[config.mk]
export PLATFORM = sky130hd
export DESIGN_NAME = sys_cfg_arb
export DESIGN_NICKNAME = d
export VERILOG_FILES = /design/src/rtl/sys_cfg_arb.sv
export SDC_FILE = /design/constraint.sdc
export NUM_CORES = 1
export LEC_CHECK = 0
export CAP_MARGIN = 40
export CORE_AREA = 2 2 136 112
export DETAILED_ROUTE_END_ITERATION = 8
export DIE_AREA = 0 0 138 114
export PLACE_DENSITY = 0.87
export SETUP_SLACK_MARGIN = 0.1
export SLEW_MARGIN = 20
export SYNTH_ARGS = -nofsm -noshare
export SYNTH_HDL_FRONTEND = slang
export SYNTH_SLANG_ARGS = --single-unit
[constraint.sdc]
create_clock -name clk -period 3.45 [get_ports clk]
set_input_delay 0.69 -clock clk [delete_from_list [all_inputs] [get_ports clk]]
set_output_delay 0.69 -clock clk [all_outputs]
set_load 0.005 [all_outputs]
[src/rtl/sys_cfg_arb.sv]
// sys_cfg_arb: round-robin arbiter that lets two configuration masters share
// the single BRAM-style port of sys_cfg_wrap, one whole transaction at a time.
module sys_cfg_arb #(
    parameter int ADDR_WIDTH = 32,
    parameter int DATA_WIDTH = 32,
    parameter int BYTE_NUM   = DATA_WIDTH / 8,
    parameter int RD_LAT     = 1
) (
    input  logic                  clk,
    input  logic                  rstn,

    input  logic                  m0_req,
    input  logic [BYTE_NUM-1:0]   m0_we,
    input  logic [ADDR_WIDTH-1:0] m0_addr,
    input  logic [DATA_WIDTH-1:0] m0_wdata,
    output logic                  m0_ack,
    output logic [DATA_WIDTH-1:0] m0_rdata,

    input  logic                  m1_req,
    input  logic [BYTE_NUM-1:0]   m1_we,
    input  logic [ADDR_WIDTH-1:0] m1_addr,
    input  logic [DATA_WIDTH-1:0] m1_wdata,
    output logic                  m1_ack,
    output logic [DATA_WIDTH-1:0] m1_rdata,

    output logic                  bram_en,
    output logic [BYTE_NUM-1:0]   bram_we,
    output logic [ADDR_WIDTH-1:0] bram_addr,
    output logic [DATA_WIDTH-1:0] bram_din,
    input  logic [DATA_WIDTH-1:0] bram_dout,

    output logic                  busy
);

    typedef enum logic [1:0] {
        IDLE,
        ACCESS,
        WAIT,
        ACK
    } state_t;

    // RD_LAT is limited to 1..4, so three bits hold the countdown
    localparam logic [2:0] LAT_INIT = 3'(RD_LAT);

    state_t     state;
    logic       last_gnt;
    logic       gnt;
    logic [2:0] lat_cnt;
    logic       req_any;
    logic       winner;

    // Pick this cycle's winner: a sole requester wins, a tie goes to the
    // master that was not granted last time.
    always_comb begin
        req_any = m0_req | m1_req;
        winner  = 1'b0;
        if (m0_req && m1_req) begin
            winner = ~last_gnt;
        end else if (m1_req) begin
            winner = 1'b1;
        end
    end

    // Transaction sequencer; every output is a register updated here.
    always_ff @(posedge clk or negedge rstn) begin
        if (!rstn) begin
            state     <= IDLE;
            last_gnt  <= 1'b1;
            gnt       <= 1'b0;
            lat_cnt   <= '0;
            bram_en   <= 1'b0;
            bram_we   <= '0;
            bram_addr <= '0;
            bram_din  <= '0;
            m0_ack    <= 1'b0;
            m1_ack    <= 1'b0;
            m0_rdata  <= '0;
            m1_rdata  <= '0;
            busy      <= 1'b0;
        end else begin
            m0_ack <= 1'b0;
            m1_ack <= 1'b0;
            case (state)
                IDLE: begin
                    if (req_any) begin
                        gnt       <= winner;
                        last_gnt  <= winner;
                        bram_en   <= 1'b1;
                        bram_we   <= winner ? m1_we    : m0_we;
                        bram_addr <= winner ? m1_addr  : m0_addr;
                        bram_din  <= winner ? m1_wdata : m0_wdata;
                        busy      <= 1'b1;
                        state     <= ACCESS;
                    end
                end
                ACCESS: begin
                    bram_en <= 1'b0;
                    bram_we <= '0;
                    lat_cnt <= LAT_INIT;
                    state   <= WAIT;
                end
                WAIT: begin
                    if (lat_cnt == 3'd1) begin
                        if (gnt) begin
                            m1_rdata <= bram_dout;
                            m1_ack   <= 1'b1;
                        end else begin
                            m0_rdata <= bram_dout;
                            m0_ack   <= 1'b1;
                        end
                        state <= ACK;
                    end else begin
                        lat_cnt <= lat_cnt - 3'd1;
                    end
                end
                ACK: begin
                    busy  <= 1'b0;
                    state <= IDLE;
                end
                default: begin
                    state <= IDLE;
                end
            endcase
        end
    end

endmodule

-- Word-level counts from Yosys, hierarchy flattened
Cells that the tools add are included.
- flip-flop bits (word level): 143
- input port bits: 172
- output and inout port bits: 136
- logic and storage cells: 57
- $add $sub $neg: 1
- equal/unequal tests: 7
- multiplexer cells: 21
- bitwise logic cells: 3
- reduce and logical (&&, ||, !) cells: 12
- operator list (cell ; number):
    32-bit 2-to-1 mux ; 2
    2-bit AND reduction ; 5
    1-bit 2-to-1 mux ; 9
    4-bit 2-to-1 mux ; 2
    2-bit one-hot mux with 4 select lines ; 1
    4-bit one-hot mux with 2 select lines ; 1
    2-bit != test, second input constant ; 3
    3-bit one-hot mux with 2 select lines ; 1
    3-bit AND reduction ; 2
    2-bit nonzero test ; 3
    2-bit equality test, second input constant ; 2
    2-bit 2-to-1 mux ; 2
    1-bit one-hot mux with 2 select lines ; 2
    3-bit by 1-bit equality test with 1-bit output, second input constant ; 1
    3-bit 2-to-1 mux ; 1
    3-bit by 1-bit subtractor with 3-bit output, second input constant ; 1
    2-bit by 1-bit equality test with 1-bit output, second input constant ; 1
    2-bit zero test ; 1
    1-bit inverter ; 2
    1-bit logical AND ; 1
    1-bit bitwise OR ; 1

-- Depth between registers and ports, before layout
Gate-level depths: netlist of run 1.
- depth in word-level cells: 5
- gate-level depth with buffers: 9
- mapped depth without buffers: 5

-- Worst setup path after synthesis of run 1
OpenSTA, ideal clock, no wires.
- path type: register to register
- start: reg state[0]
- end: reg m0_rdata[0]
- data arrival time: 1.583 ns
- path slack: 1.742 ns
- cell stages (with the launch flop): 7
- cells stage by stage: dfrtp_1 -> inv_1 -> ha_1 -> buf_2 -> nor3b_4 -> buf_4 -> mux2_2
- longest elaborated chain between the ends: 2
- RTL lines (what ; RTL line ; RTL):
    from (decl) ; 45 ; state_t state;
    from (signal assigned) ; 67 ; state <= IDLE;
    from (signal assigned) ; 93 ; state <= ACCESS;
    from (signal assigned) ; 100 ; state <= WAIT;
    2-bit equality test ; 83 ; case (state)
    3-bit AND reduction (no line) ; n/a ;
    to (signal assigned) ; 108 ; m0_rdata <= bram_dout;
    to (decl) ; 17 ; output logic [DATA_WIDTH-1:0] m0_rdata,
Every way passes these cells.
A chain may end at the register's enable or synchronous reset.

-- Worst setup path in the final report of run 1
- start: in m0_req
- end: reg bram_addr[19]
- longest elaborated chain between the ends: 3
- elaborated cells between the ends (all ways): 5
- classes of those cells: mux (2); bitwise (1); reduce/logical (2)
- RTL lines (what ; RTL line ; RTL):
    from (decl) ; 12 ; input logic m0_req,
    1-bit logical AND ; 57 ; if (m0_req && m1_req) begin
    1-bit 2-to-1 mux ; 57 ;
    32-bit 2-to-1 mux ; 90 ; bram_addr <= winner ? m1_addr : m0_addr;
    to (signal assigned) ; 90 ;
    to (decl) ; 28 ; output logic [ADDR_WIDTH-1:0] bram_addr,
Several ways; a longest one is shown, not always the timed one.

==> insert_results.sql, run 1 <==
INSERT INTO impl_metrics (metric_group, metric, value, unit) VALUES
('synth', 'synth_nets', '664', ''),
('place', 'detailed_place_hpwl', '12.8', 'mm'),
('sta', 'timing.clock.skew', '0.00976', 'ns'),
('synth', 'synthesis.area', '0.00607', 'sq mm'),
('power_and_ir_drop', 'power.sequential.fraction', '0.362', ''),
('floorplanning', 'die_x', '138', 'um'),
('power_and_ir_drop', 'static-leakage-power', '4.39', 'nW'),
('grt', 'grt_start_max_net_pins', '97', ''),
('power_and_ir_drop', 'power.ir.vdd_worst', '0.000533', 'V'),
('sta', 'setup_viol', '0', ''),
('sta', 'hold_viol', '0', ''),
('routing', 'routed_wl', '17.2', 'mm'),
('synth', 'netlist-cell-type-count', '28', ''),
('clocking', 'cts_setup_buffers', '0', ''),
('synth', 'synth.avg_cell_area', '12.5', 'sq um'),
('synth', 'yosysTopAreaCellShare', '0.585', ''),
('place', 'port_buffers', '307', ''),
('synth', 'synthesized_instance_count', '486', ''),
('synth', 'post_synthesis_share_of_cell_area_spent_on_xor_and_xnor_gates', '0.00144', ''),
('synth', 'post_synth_and_or_nand_nor_area_fraction', '0.0515', ''),
('floorplanning', 'die_height', '114', 'um'),
('finish', 'layout.nets', '968', ''),
('grt', 'first_global_vias', '5120', ''),
('routing', 'dr.first_iter.drc_count', '187', ''),
('synth', 'synth_compound_gate_area_share', '0.0766', ''),
('sta', 'maxClockFrequency', '0.467', 'GHz'),
('synth', 'synth_seq_cells', '143', ''),
('sta', 'final.setup.tns', '0', 'ns'),
('power_and_ir_drop', 'internal_power', '5.78', 'mW'),
('synth', 'ys.warnings.count', '0', ''),
('grt', 'grt_pass1_wl', '27.0', 'mm'),
('clocking', 'cts_resized', '0', ''),
('outcome', 'outcome', 'finished clean', ''),
('synth', 'yosysSeqAreaShare', '0.589', ''),
('power_and_ir_drop', 'pwr-share-clk', '0.199', ''),
('finish', 'antenna_diode_instance_count', '0', ''),
('clocking', 'clkSlewWorstSetupHoldPaths', '0.06', 'ns'),
('sta', 'unrepaired_setup_endpoints_after_global_routing', 'false', ''),
('power_and_ir_drop', 'totalPowerFinal', '8.35', 'mW'),
('synth', 'synthAdderAreaFrac', '0.0124', ''),
('sta', 'worst_pin_slew', '0.531', 'ns'),
('synth', 'synthTopCellsByArea', 'sky130_fd_sc_hd__dfrtp_1, sky130_fd_sc_hd__mux2_2, sky130_fd_sc_hd__mux2i_1', ''),
('grt', 'grtUsageTotal', '0.218', ''),
('routing', 'viasPerCell', '4.94', ''),
('place', 'finalWeightedCongestion', '0.862', ''),
('clocking', 'tritoncts_num_sinks', '143', ''),
('sta', 'postLayoutSetupSlackWorst', '1.31', 'ns'),
('finish', 'post-route-cell-area', '0.00987', 'sq mm'),
('run', 'maxCapViolCount', '0', ''),
('finish', 'post_route_cells_drive_above_1_share', '0.139', ''),
('clocking', 'cts-root-to-sink-buffers', '2', ''),
('critical_path', 'cp-end-kind', 'flop', ''),
('clocking', 'clock_latency_reported_for_the_late_side_of_the_worst_skew_pair', '0.41', 'ns'),
('routing', 'drt_first_pass_iters', '4', ''),
('min_path', 'worst_hold_path_type', 'primary input to asynchronous set/reset pin', ''),
('place', 'dp_slack', '0.901', 'ns'),
('sta', 'fin_hold_ws', '0.228', 'ns'),
('floorplanning', 'initial_utilization', '0.419', ''),
('critical_path', 'crit_path_max_fanout', '30', ''),
('floorplanning', 'dieArea', '0.0157', 'sq mm'),
('clocking', 'cts_root_buf', 'sky130_fd_sc_hd__clkbuf_16', ''),
('power_and_ir_drop', 'power.switching_fraction', '0.307', ''),
('floorplanning', 'core_area', '0.0145', 'sq mm'),
('critical_path', 'cp_launch_type', 'primary input', ''),
('synth', 'combinational_family_with_the_most_area_after_synthesis', 'multiplexers', ''),
('routing', 'detail_route.wl_per_cell', '17.4', 'um'),
('power_and_ir_drop', 'power-per-cell-area', '846', 'mW/mm^2'),
('grt', 'globalRoute.totalOverflow', '0', ''),
('grt', 'grt_antenna_before_repair', '0', ''),
('routing', 'route.detailed.drc', '0', ''),
('clocking', 'cts_tree', 'built', '');
-- worst paths after layout --
| kind | slack (ns) | depth (start not counted) | from | endpoint |
|---|---|---|---|---|
| max in group asynchronous | 2.37 | 2 | rstn | last_gnt |
| worst max-delay path | 1.31 | 5 | m0_req | bram_addr[19] |
| min in group clk | 0.48 | 2 | bram_din[18] | bram_din[18] |
| worst max register to register | 1.43 | 5 | state[0] | m0_rdata[17] |
| worst min register to register | 0.48 | 2 | bram_din[18] | bram_din[18] |
| worst min-delay path | 0.23 | 1 | rstn | m1_rdata[6] |
-- routing by layer --
metal  part of all wire  up-vias  GRT usage
met5                  0        -          0
met4              0.025        0     0.0803
met3              0.082       33     0.0831
met2               0.49      217      0.375
met1               0.40     2348      0.252
li1                   -     2297          -
-- stage by stage --
step	util	instances
after floorplan	-	486
after global placement	0.643	960
after detailed placement	0.643	960
after CTS	0.680	990
after global routing	0.680	990
final	0.680	990
-- cell usage after synthesis --
cell type	count
sky130_fd_sc_hd__o22a_1	1
sky130_fd_sc_hd__a21bo_1	1
sky130_fd_sc_hd__clkbuf_1	11
sky130_fd_sc_hd__buf_2	9
sky130_fd_sc_hd__nor3b_4	1
sky130_fd_sc_hd__buf_6	2
sky130_fd_sc_hd__dfrtp_1	142
sky130_fd_sc_hd__nand2b_1	1
sky130_fd_sc_hd__nand2_1	65
sky130_fd_sc_hd__nor3_1	1
sky130_fd_sc_hd__nand3_1	1
sky130_fd_sc_hd__xnor2_1	1
sky130_fd_sc_hd__nor3b_1	1
sky130_fd_sc_hd__o21ai_0	68
sky130_fd_sc_hd__ha_1	6
sky130_fd_sc_hd__mux2_2	66
sky130_fd_sc_hd__inv_1	8
sky130_fd_sc_hd__or2_2	1
sky130_fd_sc_hd__o311ai_0	2
sky130_fd_sc_hd__dfstp_2	1
sky130_fd_sc_hd__mux2i_1	69
sky130_fd_sc_hd__nor2_1	3
sky130_fd_sc_hd__a31oi_1	1
sky130_fd_sc_hd__a21oi_1	3
sky130_fd_sc_hd__o21ai_1	10
sky130_fd_sc_hd__buf_4	8
sky130_fd_sc_hd__nor2b_2	1
sky130_fd_sc_hd__a22o_1	2
-- logic make-up after synthesis --
| logic type | count (synthesis) |
|---|---|
| simple gates | 75 |
| compound gates | 88 |
| buf+inv | 38 |
| mux | 135 |
| xor+xnor | 1 |
| flops | 143 |
| fa+ha+maj | 6 |
-- sequential cells by signal, summed over array words and instances (netlist names) --
name	count
bram_we	4
bram_en	1
last_gnt	1
gnt	1
bram_din	32
m0_ack	1
state	2
bram_addr	32
lat_cnt	3
m0_rdata	32
m1_rdata	32
busy	1
m1_ack	1
-- cell type report --
class,count,area (sq um)
multi-input combinational,305,2310
fill,1007,4640
timing repair buffer,315,3170
clock inverter,11,86.3
inverter,8,30.0
tap,189,236
clock buffer,19,453
sequential,143,3580
-- worst max-delay path: stages --
cell	delay, ns
sky130_fd_sc_hd__clkdlybuf4s50_1	0.67
sky130_fd_sc_hd__a21bo_4	0.21
sky130_fd_sc_hd__buf_4	0.44
sky130_fd_sc_hd__mux2i_1	0.26
sky130_fd_sc_hd__o21ai_0	0.10
-- power by group through the flow --
stage | sequential [mW] | combinational, mW | clock (mW)
after floorplan | 3.01 | 1.49 | 0
after global placement | 2.97 | 3.57 | 0
after detailed placement | 3.02 | 3.70 | 0
after CTS | 3.02 | 3.72 | 1.70
after global routing | 3.12 | 3.98 | 1.78
final | 3.02 | 3.67 | 1.66
No activity file was read; power rests on OpenSTA's default activity.
==> inputs of run 2 (changes only) <==
- CORE_AREA: 2 2 136 112 -> 2 2 149 122
- DIE_AREA: 0 0 138 114 -> 0 0 151 124
- PLACE_DENSITY: 0.87 -> 0.78
- clock period: 3.45 -> 1.92 ns (I/O delays scaled with it)
==> run 2 against run 1 <==
Global-route usage is 3.3 points lower. Combinational power is 97% higher. Critical path depth is 2 higher. Die area is 19% higher. Final cell count is 6.9% higher. Largest power group unchanged.
==> insert_results.sql, run 2 (same netlist as run 1, synthesis figures left out) <==
INSERT INTO impl_metrics (metric_group, metric, value, unit) VALUES
('routing', 'viasPerCell', '4.66', ''),
('floorplanning', 'placementRows', '43', ''),
('floorplanning', 'initial_utilization', '0.355', ''),
('min_path', 'worst_hold_path_type', 'primary input to asynchronous set/reset pin', ''),
('routing', 'dr.first_iter.drc_count', '172', ''),
('place', 'finalWeightedCongestion', '0.794', ''),
('critical_path', 'crit_required', '2.22', 'ns'),
('critical_path', 'cp_launch_type', 'flop', ''),
('sta', 'worst_pin_slew', '0.449', 'ns'),
('routing', 'via_count', '4932', ''),
('finish', 'mostFrequentLayoutCells', 'sky130_fd_sc_hd__clkdlybuf4s50_1, sky130_fd_sc_hd__dfrtp_1, sky130_fd_sc_hd__mux2i_1', ''),
('clocking', 'cts_tree', 'built', ''),
('finish', 'layout.nets', '998', ''),
('routing', 'route.detailed.drc', '0', ''),
('sta', 'layout_min_cycle_time', '1.76', 'ns'),
('grt', 'grt_pass1_wl', '26.1', 'mm'),
('sta', 'final_critical_path_share_of_the_clock_period', '0.915', ''),
('grt', 'grt_antenna_before_repair', '0', ''),
('sta', 'hold_viol', '0', ''),
('critical_path', 'type_of_the_worst_setup_path', 'flop to flop', ''),
('critical_path', 'crit_path_max_fanout', '8', ''),
('clocking', 'cts-buffers-inserted', '17', ''),
('clocking', 'clock_latency_reported_for_the_late_side_of_the_worst_skew_pair', '0.42', 'ns'),
('place', 'detailed_place_hpwl', '13.4', 'mm'),
('power_and_ir_drop', 'static-leakage-power', '4.62', 'nW'),
('clocking', 'cts-root-to-sink-buffers', '2', ''),
('critical_path', 'cp.arrival', '2.05', 'ns'),
('clocking', 'tritoncts_num_sinks', '143', ''),
('sta', 'maxSlewHeadroom', '0.701', ''),
('grt', 'globalRoute.totalOverflow', '0', ''),
('floorplanning', 'die_height', '124', 'um'),
('clocking', 'cts_max_level', '4', ''),
('run', 'maxCapViolCount', '0', ''),
('routing', 'routed_wl', '18.0', 'mm'),
('outcome', 'outcome', 'finished clean', ''),
('finish', 'antenna_diode_instance_count', '0', ''),
('routing', 'drt_first_pass_iters', '4', ''),
('sta', 'timing.clock.skew', '0.00951', 'ns'),
('finish', 'areaGrowthSynthToFinish', '70.3', '%'),
('critical_path', 'cp-end-kind', 'flop', ''),
('sta', 'setup_viol', '0', ''),
('finish', 'num-fill-cells', '1418', ''),
('grt', 'grt_start_max_net_pins', '46', ''),
('sta', 'final.setup.tns', '0', 'ns'),
('finish', 'most_common_cell_after_layout_fill_and_taps_aside', 'sky130_fd_sc_hd__clkdlybuf4s50_1', ''),
('power_and_ir_drop', 'power-per-cell-area', '1530', 'mW/mm^2'),
('finish', 'layout.area.seq', '0.00358', 'sq mm'),
('grt', 'grtUsageTotal', '0.186', ''),
('clocking', 'clkSlewWorstSetupHoldPaths', '0.07', 'ns'),
('floorplanning', 'io_pins', '308', ''),
('routing', 'postRouteAntennaNets', '0', ''),
('finish', 'post_route_cells_drive_above_1_share', '0.176', ''),
('power_and_ir_drop', 'power.ir.vdd_worst', '0.000734', 'V'),
('routing', 'detail_route.wl_per_cell', '17.0', 'um'),
('floorplanning', 'core_area', '0.0171', 'sq mm'),
('grt', 'first_global_vias', '4922', ''),
('sta', 'report.final.slew_viol_count', '0', ''),
('place', 'port_buffers', '307', ''),
('finish', 'multi_input_comb_area', '0.00234', 'sq mm'),
('clocking', 'cts_root_buf', 'sky130_fd_sc_hd__clkbuf_16', ''),
('floorplanning', 'die_x', '151', 'um'),
('floorplanning', 'dieArea', '0.0187', 'sq mm'),
('sta', 'unrepaired_setup_endpoints_after_global_routing', 'false', ''),
('sta', 'maxClockFrequency', '0.569', 'GHz'),
('power_and_ir_drop', 'totalPowerFinal', '15.8', 'mW');
-- run 2: timing repair --
item | CTS | global route
setup endpoints to repair | 0 | 25
hold buffers | 1 | 0
resized for setup | 0 | 7
endpoints found under the hold margin | 40 | 0
setup buffers | 0 | 6
-- run 2: final timing paths --
kind	slack, ns	endpoint	cells past startpoint	startpoint
max reg2reg	0.16	m0_rdata[19]	7	lat_cnt[1]
max in group asynchronous	0.89	bram_din[27]	3	rstn
min	0.47	m1_rdata[23]	2	rstn
min in group clk	0.48	bram_din[2]	2	bram_din[2]
min reg2reg	0.48	bram_din[2]	2	bram_din[2]
max	0.16	m0_rdata[19]	7	lat_cnt[1]
-- run 2: final cells by class --
class,instances,area share
Tap cell,225,0.0272
Inverter,8,0.00290
Timing Repair Buffer,345,0.342
Clock buffer,18,0.0425
Sequential cell,143,0.346
Multi-Input combinational cell,305,0.226
Clock inverter,14,0.0132
-- run 2: per-stage QoR --
step	setup WS, ns	std cells	hold slack [ns]	area (sq um)	util
after global placement	0.104	1016	0.355	9610	0.562
final	0.162	1058	0.473	10300	0.605
after global routing	0.114	1058	0.485	10300	0.605
after floorplan	0.212	486	0.0884	6070	-
after detailed placement	0.0863	1016	0.353	9610	0.562
after CTS	0.167	1049	0.469	10200	0.596
-- run 2: power breakdown --
group	leakage (nW)	internal (mW)	switching [mW]
Sequential	1.73	4.53	0.828
Clock	0.282	1.76	1.43
Combinational	2.61	4.62	2.63
-- run 2: metal layers --
metal | vias up | track usage | wire length (um)
met5 | - | 0 | 0
met4 | 0 | 0.0812 | 454
met3 | 31 | 0.0773 | 1840
met2 | 221 | 0.295 | 8220
met1 | 2313 | 0.223 | 7470
li1 | 2367 | - | -
-- run 2: worst max-delay path: stages, from the launching register on --
cell and delay (ns):
sky130_fd_sc_hd__dfrtp_1 0.39, sky130_fd_sc_hd__inv_2 0.09, sky130_fd_sc_hd__ha_4 0.15, sky130_fd_sc_hd__nand2b_4 0.06
sky130_fd_sc_hd__nor3b_4 0.29, sky130_fd_sc_hd__buf_12 0.16, sky130_fd_sc_hd__buf_6 0.15, sky130_fd_sc_hd__mux2_2 0.34
==> inputs of run 3 (changes only) <==
- CAP_MARGIN: 40 -> 20
==> results of run 3 <==
Final layout, timing and power as in run 2 (identical DEF).
